`src/rtl/mips_ctrl_pkg.sv`:
```
// Shared constants, state encoding and per-state control decode for the multi-cycle MIPS controller.
// Latency: none (package only).
// Backpressure: none (package only).
package mips_ctrl_pkg;

    // ALU operation codes; the ALU decodes these same values.
    localparam logic [3:0] ALU_AND    = 4'b0000;
    localparam logic [3:0] ALU_OR     = 4'b0010;
    localparam logic [3:0] ALU_ADD    = 4'b0011;
    localparam logic [3:0] ALU_SUB    = 4'b0100;
    localparam logic [3:0] ALU_NOR    = 4'b0101;
    localparam logic [3:0] ALU_SLL    = 4'b0110;
    localparam logic [3:0] ALU_SRL    = 4'b0111;
    localparam logic [3:0] ALU_BRANCH = 4'b1000;
    localparam logic [3:0] ALU_JR     = 4'b1001;
    localparam logic [3:0] ALU_LUI    = 4'b1010;

    // Opcodes (IR[31:26])
    localparam logic [5:0] OP_RTYPE = 6'h00;
    localparam logic [5:0] OP_J     = 6'h02;
    localparam logic [5:0] OP_JAL   = 6'h03;
    localparam logic [5:0] OP_BEQ   = 6'h04;
    localparam logic [5:0] OP_BNE   = 6'h05;
    localparam logic [5:0] OP_ADDI  = 6'h08;
    localparam logic [5:0] OP_ORI   = 6'h0D;
    localparam logic [5:0] OP_LUI   = 6'h0F;
    localparam logic [5:0] OP_LW    = 6'h23;
    localparam logic [5:0] OP_SW    = 6'h2B;

    // R-type funct codes (IR[5:0])
    localparam logic [5:0] FN_SLL = 6'h00;
    localparam logic [5:0] FN_SRL = 6'h02;
    localparam logic [5:0] FN_JR  = 6'h08;
    localparam logic [5:0] FN_ADD = 6'h20;
    localparam logic [5:0] FN_SUB = 6'h22;
    localparam logic [5:0] FN_AND = 6'h24;
    localparam logic [5:0] FN_OR  = 6'h25;
    localparam logic [5:0] FN_NOR = 6'h27;

    // Datapath mux selects
    localparam logic       SRCA_PC        = 1'b0;
    localparam logic       SRCA_REG       = 1'b1;
    localparam logic [1:0] SRCB_REG       = 2'd0;
    localparam logic [1:0] SRCB_FOUR      = 2'd1;
    localparam logic [1:0] SRCB_IMM       = 2'd2;
    localparam logic [1:0] SRCB_IMM_SH2   = 2'd3;
    localparam logic [1:0] PCSRC_ALU      = 2'd0;
    localparam logic [1:0] PCSRC_ALUOUT   = 2'd1;
    localparam logic [1:0] PCSRC_JUMP     = 2'd2;
    localparam logic [1:0] PCSRC_JR       = 2'd3;
    localparam logic [1:0] REGDST_RT      = 2'd0;
    localparam logic [1:0] REGDST_RD      = 2'd1;
    localparam logic [1:0] REGDST_RA      = 2'd2;
    localparam logic [1:0] MEMTOREG_ALU   = 2'd0;
    localparam logic [1:0] MEMTOREG_MDR   = 2'd1;
    localparam logic [1:0] MEMTOREG_PC    = 2'd2;

    typedef enum logic [3:0] {
        IDLE, FETCH, DECODE, EXEC_R, WB_R, EXEC_I, WB_I,
        MEM_ADDR, MEM_RD, MEM_WR, WB_MEM, BRANCH, JUMP, HALT
    } state_t;

    // Registered control word. The *_en / done_on_ready / br_* fields are not
    // outputs themselves; the top combines them with same-cycle status inputs.
    typedef struct packed {
        logic [3:0] alu_operation;
        logic       alu_src_a;
        logic [1:0] alu_src_b;
        logic       mem_read;
        logic       mem_write;
        logic       iord;
        logic       fetch_en;      // ir_write/pc_write gated by mem_ready
        logic       pc_write_u;    // unconditional PC load
        logic       br_en;         // PC load gated by alu_zero
        logic       br_ne;         // invert the branch condition (bne)
        logic       jr_en;         // PC load gated by alu_is_jr
        logic [1:0] pc_source;
        logic       reg_write;
        logic [1:0] reg_dst;
        logic [1:0] mem_to_reg;
        logic       done_u;        // unconditional retirement pulse
        logic       done_on_ready; // retirement gated by mem_ready (sw)
        logic       illegal;
    } ctrl_t;

    function automatic logic opcode_legal(input logic [5:0] op);
        return op inside {OP_RTYPE, OP_J, OP_JAL, OP_BEQ, OP_BNE,
                          OP_ADDI, OP_ORI, OP_LUI, OP_LW, OP_SW};
    endfunction

    // R-type functs that compute a result and go on to register writeback.
    function automatic logic funct_is_alu(input logic [5:0] fn);
        return fn inside {FN_ADD, FN_SUB, FN_AND, FN_OR, FN_NOR, FN_SLL, FN_SRL};
    endfunction

    // Control word for the cycle spent in state s.
    function automatic ctrl_t ctrl_decode(input state_t s, input logic [5:0] op,
                                          input logic [5:0] fn);
        ctrl_t c;
        c = '0;
        case (s)
            FETCH: begin
                c.mem_read      = 1'b1;
                c.iord          = 1'b0;
                c.alu_src_a     = SRCA_PC;
                c.alu_src_b     = SRCB_FOUR;
                c.alu_operation = ALU_ADD;
                c.fetch_en      = 1'b1;
                c.pc_source     = PCSRC_ALU;
            end
            DECODE: begin
                c.alu_src_a     = SRCA_PC;
                c.alu_src_b     = SRCB_IMM_SH2;
                c.alu_operation = ALU_ADD;
            end
            EXEC_R: begin
                c.alu_src_a = SRCA_REG;
                c.alu_src_b = SRCB_REG;
                case (fn)
                    FN_ADD:  c.alu_operation = ALU_ADD;
                    FN_SUB:  c.alu_operation = ALU_SUB;
                    FN_AND:  c.alu_operation = ALU_AND;
                    FN_OR:   c.alu_operation = ALU_OR;
                    FN_NOR:  c.alu_operation = ALU_NOR;
                    FN_SLL:  c.alu_operation = ALU_SLL;
                    FN_SRL:  c.alu_operation = ALU_SRL;
                    FN_JR: begin
                        c.alu_operation = ALU_JR;
                        c.pc_source     = PCSRC_JR;
                        c.jr_en         = 1'b1;
                        c.done_u        = 1'b1;
                    end
                    default: c.illegal = 1'b1;
                endcase
            end
            WB_R: begin
                c.reg_write  = 1'b1;
                c.reg_dst    = REGDST_RD;
                c.mem_to_reg = MEMTOREG_ALU;
                c.done_u     = 1'b1;
            end
            EXEC_I: begin
                c.alu_src_a = SRCA_REG;
                c.alu_src_b = SRCB_IMM;
                case (op)
                    OP_ORI:  c.alu_operation = ALU_OR;
                    OP_LUI:  c.alu_operation = ALU_LUI;
                    default: c.alu_operation = ALU_ADD;
                endcase
            end
            WB_I: begin
                c.reg_write  = 1'b1;
                c.reg_dst    = REGDST_RT;
                c.mem_to_reg = MEMTOREG_ALU;
                c.done_u     = 1'b1;
            end
            MEM_ADDR: begin
                c.alu_src_a     = SRCA_REG;
                c.alu_src_b     = SRCB_IMM;
                c.alu_operation = ALU_ADD;
            end
            MEM_RD: begin
                c.mem_read = 1'b1;
                c.iord     = 1'b1;
            end
            MEM_WR: begin
                c.mem_write     = 1'b1;
                c.iord          = 1'b1;
                c.done_on_ready = 1'b1;
            end
            WB_MEM: begin
                c.reg_write  = 1'b1;
                c.reg_dst    = REGDST_RT;
                c.mem_to_reg = MEMTOREG_MDR;
                c.done_u     = 1'b1;
            end
            BRANCH: begin
                c.alu_src_a     = SRCA_REG;
                c.alu_src_b     = SRCB_REG;
                c.alu_operation = ALU_SUB;
                c.pc_source     = PCSRC_ALUOUT;
                c.br_en         = 1'b1;
                c.br_ne         = (op == OP_BNE);
                c.done_u        = 1'b1;
            end
            JUMP: begin
                c.pc_source  = PCSRC_JUMP;
                c.pc_write_u = 1'b1;
                c.done_u     = 1'b1;
                if (op == OP_JAL) begin
                    c.reg_write  = 1'b1;
                    c.reg_dst    = REGDST_RA;
                    c.mem_to_reg = MEMTOREG_PC;
                end
            end
            default: c = '0;   // IDLE, HALT
        endcase
        return c;
    endfunction

endpackage

```
`src/rtl/mips_mem_timeout.sv`:
```
// Memory-wait watchdog: counts stalled cycles in a memory state, flags a timeout, holds a sticky error.
// Latency: timeout is combinational in the stalled cycle that would reach MEM_TIMEOUT; mem_error registers on that edge.
// Backpressure: none; mem_ready in the final cycle wins over the timeout.
// Ports: clk, reset (async active-low), active (FSM in FETCH/MEM_RD/MEM_WR), mem_ready,
//        timeout (stall limit hit this cycle), mem_error (sticky until reset).
module mips_mem_timeout #(
    parameter int MEM_TIMEOUT = 16,
    parameter int TO_W        = 8
) (
    input  logic clk,
    input  logic reset,
    input  logic active,
    input  logic mem_ready,
    output logic timeout,
    output logic mem_error
);

    logic [TO_W-1:0] count;

    // count holds stalled cycles already spent; this cycle is the last allowed one.
    assign timeout = active & ~mem_ready & (count == TO_W'(MEM_TIMEOUT - 1));

    always_ff @(posedge clk or negedge reset) begin
        if (!reset) begin
            count     <= '0;
            mem_error <= 1'b0;
        end else begin
            // Every memory state is left only through mem_ready (or timeout),
            // so clearing on completion also clears on entry to the next one.
            if (!active || mem_ready) begin
                count <= '0;
            end else begin
                count <= count + TO_W'(1);
            end
            if (timeout) begin
                mem_error <= 1'b1;
            end
        end
    end

endmodule

```
`src/rtl/mips_multicycle_control.sv`:
```
// Multi-cycle MIPS control FSM: fetch/decode/execute/memory/writeback over one shared memory port.
// Latency: zero-wait memory gives R/I-type 4, lw 5, sw 4, beq/bne/j/jal/jr 3 cycles.
// Backpressure: FETCH/MEM_RD/MEM_WR hold until mem_ready; MEM_TIMEOUT stalled cycles -> HALT with mem_error.
// Ports: clk, reset (async active-low); opcode/funct from IR; alu_zero/alu_is_jr from ALU;
//        mem_ready from memory; ALU/mux selects, memory requests, write enables,
//        instr_done/illegal_instr pulses and sticky mem_error out.
module mips_multicycle_control
    import mips_ctrl_pkg::*;
#(
    parameter int MEM_TIMEOUT = 16,
    parameter int TO_W        = 8
) (
    input  logic       clk,
    input  logic       reset,
    input  logic [5:0] opcode,
    input  logic [5:0] funct,
    input  logic       alu_zero,
    input  logic       alu_is_jr,
    input  logic       mem_ready,
    output logic [3:0] alu_operation,
    output logic       alu_src_a,
    output logic [1:0] alu_src_b,
    output logic       mem_read,
    output logic       mem_write,
    output logic       iord,
    output logic       ir_write,
    output logic       pc_write,
    output logic [1:0] pc_source,
    output logic       reg_write,
    output logic [1:0] reg_dst,
    output logic [1:0] mem_to_reg,
    output logic       instr_done,
    output logic       illegal_instr,
    output logic       mem_error
);

    state_t state;
    state_t state_nxt;
    ctrl_t  ctrl_q;
    logic   mem_active;
    logic   timeout;

    assign mem_active = (state == FETCH) || (state == MEM_RD) || (state == MEM_WR);

    mips_mem_timeout #(
        .MEM_TIMEOUT(MEM_TIMEOUT),
        .TO_W       (TO_W)
    ) u_mem_timeout (
        .clk      (clk),
        .reset    (reset),
        .active   (mem_active),
        .mem_ready(mem_ready),
        .timeout  (timeout),
        .mem_error(mem_error)
    );

    always_comb begin
        state_nxt = state;
        case (state)
            IDLE:   state_nxt = FETCH;
            FETCH: begin
                if (mem_ready)    state_nxt = DECODE;
                else if (timeout) state_nxt = HALT;
            end
            DECODE: begin
                case (opcode)
                    OP_RTYPE:               state_nxt = EXEC_R;
                    OP_ADDI, OP_ORI, OP_LUI: state_nxt = EXEC_I;
                    OP_LW, OP_SW:           state_nxt = MEM_ADDR;
                    OP_BEQ, OP_BNE:         state_nxt = BRANCH;
                    OP_J, OP_JAL:           state_nxt = JUMP;
                    default:                state_nxt = FETCH;
                endcase
            end
            EXEC_R:   state_nxt = funct_is_alu(funct) ? WB_R : FETCH;
            EXEC_I:   state_nxt = WB_I;
            MEM_ADDR: state_nxt = (opcode == OP_LW) ? MEM_RD : MEM_WR;
            MEM_RD: begin
                if (mem_ready)    state_nxt = WB_MEM;
                else if (timeout) state_nxt = HALT;
            end
            MEM_WR: begin
                if (mem_ready)    state_nxt = FETCH;
                else if (timeout) state_nxt = HALT;
            end
            WB_R, WB_I, WB_MEM, BRANCH, JUMP: state_nxt = FETCH;
            HALT:     state_nxt = HALT;
            default:  state_nxt = IDLE;
        endcase
    end

    // The control word is registered from the next state, so it always matches
    // the decode of the current state. IR is latched at the end of FETCH, so
    // opcode/funct are already valid when the post-DECODE word is computed.
    always_ff @(posedge clk or negedge reset) begin
        if (!reset) begin
            state  <= IDLE;
            ctrl_q <= '0;
        end else begin
            state  <= state_nxt;
            ctrl_q <= ctrl_decode(state_nxt, opcode, funct);
        end
    end

    assign alu_operation = ctrl_q.alu_operation;
    assign alu_src_a     = ctrl_q.alu_src_a;
    assign alu_src_b     = ctrl_q.alu_src_b;
    assign mem_read      = ctrl_q.mem_read;
    assign mem_write     = ctrl_q.mem_write;
    assign iord          = ctrl_q.iord;
    assign pc_source     = ctrl_q.pc_source;
    assign reg_write     = ctrl_q.reg_write;
    assign reg_dst       = ctrl_q.reg_dst;
    assign mem_to_reg    = ctrl_q.mem_to_reg;

    // Same-cycle qualifications; every enable term is a reset-cleared register.
    assign ir_write   = ctrl_q.fetch_en & mem_ready;
    assign pc_write   = ctrl_q.pc_write_u
                      | (ctrl_q.fetch_en & mem_ready)
                      | (ctrl_q.br_en & (alu_zero ^ ctrl_q.br_ne))
                      | (ctrl_q.jr_en & alu_is_jr);
    assign instr_done = ctrl_q.done_u | (ctrl_q.done_on_ready & mem_ready);

    // An unknown opcode is only visible once IR has been latched, i.e. during
    // DECODE itself, so that case is flagged combinationally.
    assign illegal_instr = ctrl_q.illegal | ((state == DECODE) && !opcode_legal(opcode));

endmodule

```
`config.mk`:
```
export PLATFORM = sky130hd
export DESIGN_NAME = mips_multicycle_control
export DESIGN_NICKNAME = d
export VERILOG_FILES = /design/src/rtl/mips_ctrl_pkg.sv /design/src/rtl/mips_mem_timeout.sv /design/src/rtl/mips_multicycle_control.sv
export SDC_FILE = /design/constraint.sdc
export NUM_CORES = 1
export LEC_CHECK = 0
export CORE_AREA = 4 4 77 79
export CTS_CLUSTER_DIAMETER = 100
export DETAILED_ROUTE_END_ITERATION = 8
export DIE_AREA = 0 0 81 83
export GPL_ROUTABILITY_DRIVEN = 0
export PLACE_DENSITY = 0.7
export SYNTH_ARGS = -nofsm -noshare
export SYNTH_HDL_FRONTEND = slang
export SYNTH_SLANG_ARGS = --single-unit
```
`constraint.sdc`:
```
create_clock -name clk -period 2.5 [get_ports clk]
set_input_delay 0.5 -clock clk [delete_from_list [all_inputs] [get_ports clk]]
set_output_delay 0.5 -clock clk [all_outputs]
set_load 0.03 [all_outputs]
```
# Word-level counts from Yosys, hierarchy flattened
# Index checks and enable logic that the tools add are counted.
# op_classes
n_addsub	1
n_mul	0
n_div	0
magnitude_cmp	0
eq_ne	42
shifts	0
n_mux	27
bitwise	13
n_reduce_logical	20
# op_table
op	count
$eq 4x4->1 const B	11
$eq 6x6->1 const B	7
$pmux 7 s6	1
$pmux 4 s9	1
$eq 4x3->1 const B	8
$pmux 4 s7	1
$eq 6x4->1 const B	4
$pmux 4 s5	1
$pmux 5 s4	1
$eq 6x2->1 const B	3
$eq 4x2->1 const B	4
$mux 4	4
$eq 6x3->1 const B	2
$logic_not 6->1	2
$mux 1	10
$reduce_bool 10->1	1
$reduce_or 2->1	5
$add 8x1->8 const B	1
$eq 4x1->1 const B	2
$eq 8x4->1 const B	1
$mux 8	1
$pmux 4 s2	1
$reduce_or 8->1	1
$reduce_bool 7->1	1
other kinds (16)	29
# word_totals
reg_bits	37
latch_bits	0
mem_bits_rw	0
mem_bits_ro	0
inputBits	17
output_inout_bits	22
n_memories	0

# Longest topological paths before layout
# depth
word_depth	11
ltp_mapped	9

# By module
# From an unflattened synthesis, not the netlist that was laid out.
# hier_totals
hier_cells	210
hier_area_um2	2085.8
# modules_own_cells
mod	instances	cells_each	area_each_um2	seq_area_each_um2
mips_multicycle_control	1	170	1647.8	675.6
mips_mem_timeout	1	40	437.9	225.2

# Least setup slack after synthesis
# OpenSTA, ideal clock, no wires.
# synth_path
path_type	input to output
start	in opcode[1]
end	out illegal_instr
arrival_time_ns	1.550
required_time_ns	2.000
setup_slack_ns	0.450
cell_stages	5
cell_sequence	clkbuf_1 nor2b_1 a21boi_1 o31ai_1 a31o_2
# synth_via
elab_chain_cells	5
# synth_lines
item	line	text
start, declared	mips_multicycle_control.sv:15	input logic [5:0] opcode,
$eq 6x2->1, or another cell as far along	mips_ctrl_pkg.sv:87	return op inside {OP_RTYPE, OP_J, OP_JAL, OP_BEQ, OP_BNE,
$reduce_bool 10->1 (*)	mips_ctrl_pkg.sv:87	
$logic_not 1->1 (*)	mips_multicycle_control.sv:126	assign illegal_instr = ctrl_q.illegal | ((state == DECODE) && !opcode_legal(opcode));
$logic_and 1x1->1 (*)	mips_multicycle_control.sv:126	
$or 1x1->1 (*)	mips_multicycle_control.sv:126	
end, declared	mips_multicycle_control.sv:33	output logic illegal_instr,
# Every way passes the cells marked *; elsewhere a longest branch is shown, timed or not.

# Final worst setup path
# layout_path
start	in opcode[3]
end	out illegal_instr
# The elaborated chain is that of the path after synthesis.

==> flow_summary.yaml <==
run_status:
  status: "finished clean"
power:
  combinationalPowerShare: 0.460
  p_sw_frac: 0.373
  power.density_nw_per_um2: 778
  ir_drop_v: 0.000405
  switchingPower_uw: 785
  pwr-share-clk: 0.198
  p_int_mw: 1.32
  p_leak_nw: 1.21
  seqPwrFrac: 0.342
drt:
  routedWlPerCell_um: 12.8
  vias: 1650
  via_per_inst: 4.82
  ant_nets: 0
  drc_errors: 0
  drtIter0Drc: 55
  drt_first_pass_iters: 4
  wirelength_um: 4370
sta:
  skew_ns: 0.00687
  max_freq_mhz: 404
  rsz0062_at_grt: "true"
  fin_crit_ns: 2.47
  fin_crit_sh: 0.990
  setup_viol: 0
  worstMarginPinSlew_ns: 0.475
  maxSlewViolCount: 0
  slew_headroom: 0.683
  final_hold_viol_count: 0
floorplanning:
  core.rowCount: 27
  die_y_um: 83
  die_x_um: 81
  start_util: 0.372
  pin_count: 39
  core_region_area_sq_um: 5340
  dieArea_sq_um: 6720
synth:
  seq_area_frac_synth: 0.453
  syn-mean-instance-area_sq_um: 9.47
  synth_edf_count: 0
  synth_area_sq_um: 1990
  ys_ff_latch: 36
  netlist_instances: 210
  synthDistinctLibCells: 55
  syn_nets: 228
  yosysTopAreaCell: "dfrtp_1"
  yosysWarnings: 0
  synthArstFlopShare: 1.00
  synthTopCellsByArea: "dfrtp_1 45%, buf_4 4.5%, nor2_1 4.3%"
  synth.top_cell.area_share: 0.453
  yosys_most_used_dff: "dfrtp_1"
setup_path:
  worstPathRequired_ns: 2.00
  cp-start-kind: "input pin"
  criticalPathCategory: "input pin to primary output"
  cp_max_fo: 4
  crit_start: "opcode[3]"
  path_cells: "clkdlybuf4s50_1 > or2_2 > a21boi_2 > o31ai_2 > a31o_2 > buf_2"
  reg2reg_from: "u_mem_timeout.count[5]$_DFF_PN0_"
  slowest_delay_ns: 0.45
  arrival_ns: 1.97
  critPathSlowestCell: "clkdlybuf4s50_1"
  endpoint_kind: "primary output"
cells_and_area:
  final_common_cell: "buf_4"
  final_cell_mix: "37 x buf_4, 36 x dfrtp_1, 33 x clkdlybuf4s50_1"
  antenna-diode-count: 0
  top_regs: "ctrl_q x8, u_mem_timeout.count x8"
  fin_nets: 287
  fin_area_sq_um: 2710
  fin_util: 0.507
  syn_to_final_growth_pct: 36.1
  drive_gt1_frac: 0.252
global_route:
  track_usage: 0.138
  grt_pass1_vias: 1634
  gr-total-overflow: 0
  grt_pass1_wl_um: 7420
  grt_max_degree: 37
  antenna_found_initial: 0
clock_tree:
  clkTransAtPathRegs_ns: 0.07
  numClockSinks: 36
  clockRootBuffer: "clkbuf_8"
  post-cts-setup-buffers: 0
  cts_tree: "done"
  insertion_delay_ns: 0.28
  cts_max_level: 2
  numCtsBuffers: 5
  cts_buffer_depth: 2
placement:
  io_buffers: 38
  dpl-instance-area_sq_um: 2580
  hpwl_um: 3460
flow_run:
  drv_cap: 0
worst_hold_path:
  min-delay-start: "u_mem_timeout.count[0]$_DFF_PN0_"
  hold_path.class: "register to register"
-- per-layer routing --
layer	track usage	wire length, um	up-vias
li1	-	-	839
met1	0.178	1970	785
met2	0.232	2220	20
met3	0.0206	103	6
met4	0.0461	67	0
met5	0	0	-
-- worst paths after layout --
path | depth (start not counted) | endpoint | slack, ns
worst min register to register | 1 | u_mem_timeout.count[0]$_DFF_PN0_ | 0.46
min in group asynchronous | 2 | u_mem_timeout.count[0]$_DFF_PN0_ | 0.62
worst max-delay path | 6 | illegal_instr | 0.03
worst max register to register | 7 | alu_operation[3]$_DFF_PN0_ | 0.25
max in group asynchronous | 2 | alu_src_b[0]$_DFF_PN0_ | 1.58
worst min-delay path | 1 | u_mem_timeout.count[0]$_DFF_PN0_ | 0.46
-- metrics by stage --
| stage | setup TNS (ns) | std cells | power, mW | hold slack, ns | setup WS [ns] |
|---|---|---|---|---|---|
| 6_report | 0 | 342 | 2.11 | 0.464 | 0.0258 |
| 5_1_grt | -0.0279 | 342 | 2.23 | 0.488 | -0.0279 |
| 4_1_cts | -0.120 | 342 | 2.12 | 0.464 | -0.120 |
| 3_5_place_dp | -3.46 | 334 | 1.71 | 0.455 | -0.454 |
| 3_3_place_gp | -3.63 | 334 | 1.69 | 0.445 | -0.442 |
| 2_1_floorplan | 0 | 210 | 1.38 | 0.204 | 0.450 |
-- critical path: cells and delay by family --
kind                   cells  cell delay [ns]
AND/OR/NAND/NOR            1             0.36
AO/OA/AOI/OAI              3             0.50
buffers and inverters      2             0.62
-- cell families after synthesis --
kind of cell    count (synthesis)  share of synthesized area
compound gates                 44                      0.160
xor+xnor                        8                     0.0352
fa+ha+maj                       1                    0.00629
buf+inv                        31                     0.0887
flops                          36                      0.453
simple gates                   90                      0.256
-- power groups by stage --
stage	Combinational (mW)	Clock, mW	Sequential (mW)
after CTS	0.972	0.426	0.722
final	0.968	0.417	0.721
after global routing	1.04	0.451	0.735
after global placement	0.961	0	0.732
after detailed placement	0.976	0	0.731
after floorplan	0.619	0	0.758
-- synth_stat cells, types with 3 or more instances --
master    number
dfrtp_1       36
nor2_1        23
nand2_1       13
buf_4         12
inv_1          8
nand3_1        8
o21ai_0        8
a21oi_1        6
clkbuf_1       6
nor3_1         6
or2_2          6
nor2b_1        5
o31ai_1        5
and2_1         4
nand2b_1       4
xnor2_1        4
xor2_1         4
nand3b_1       3
nand4b_1       3
-- what timing repair did --
action,CTS,global route
resized for setup,4,10
setup endpoints to repair,2,8
pin swaps,0,1
hold buffers,0,0
-- cell type report --
cell class	count	area (sq um)
clock buffer	7	86.3
tap	72	90.1
timing repair buffer	73	634
multi-input combinational	143	945
fill	517	2630
inverter	10	42.5
sequential	36	901
clock inverter	1	7.51
(Power assumes the default switching activity.)
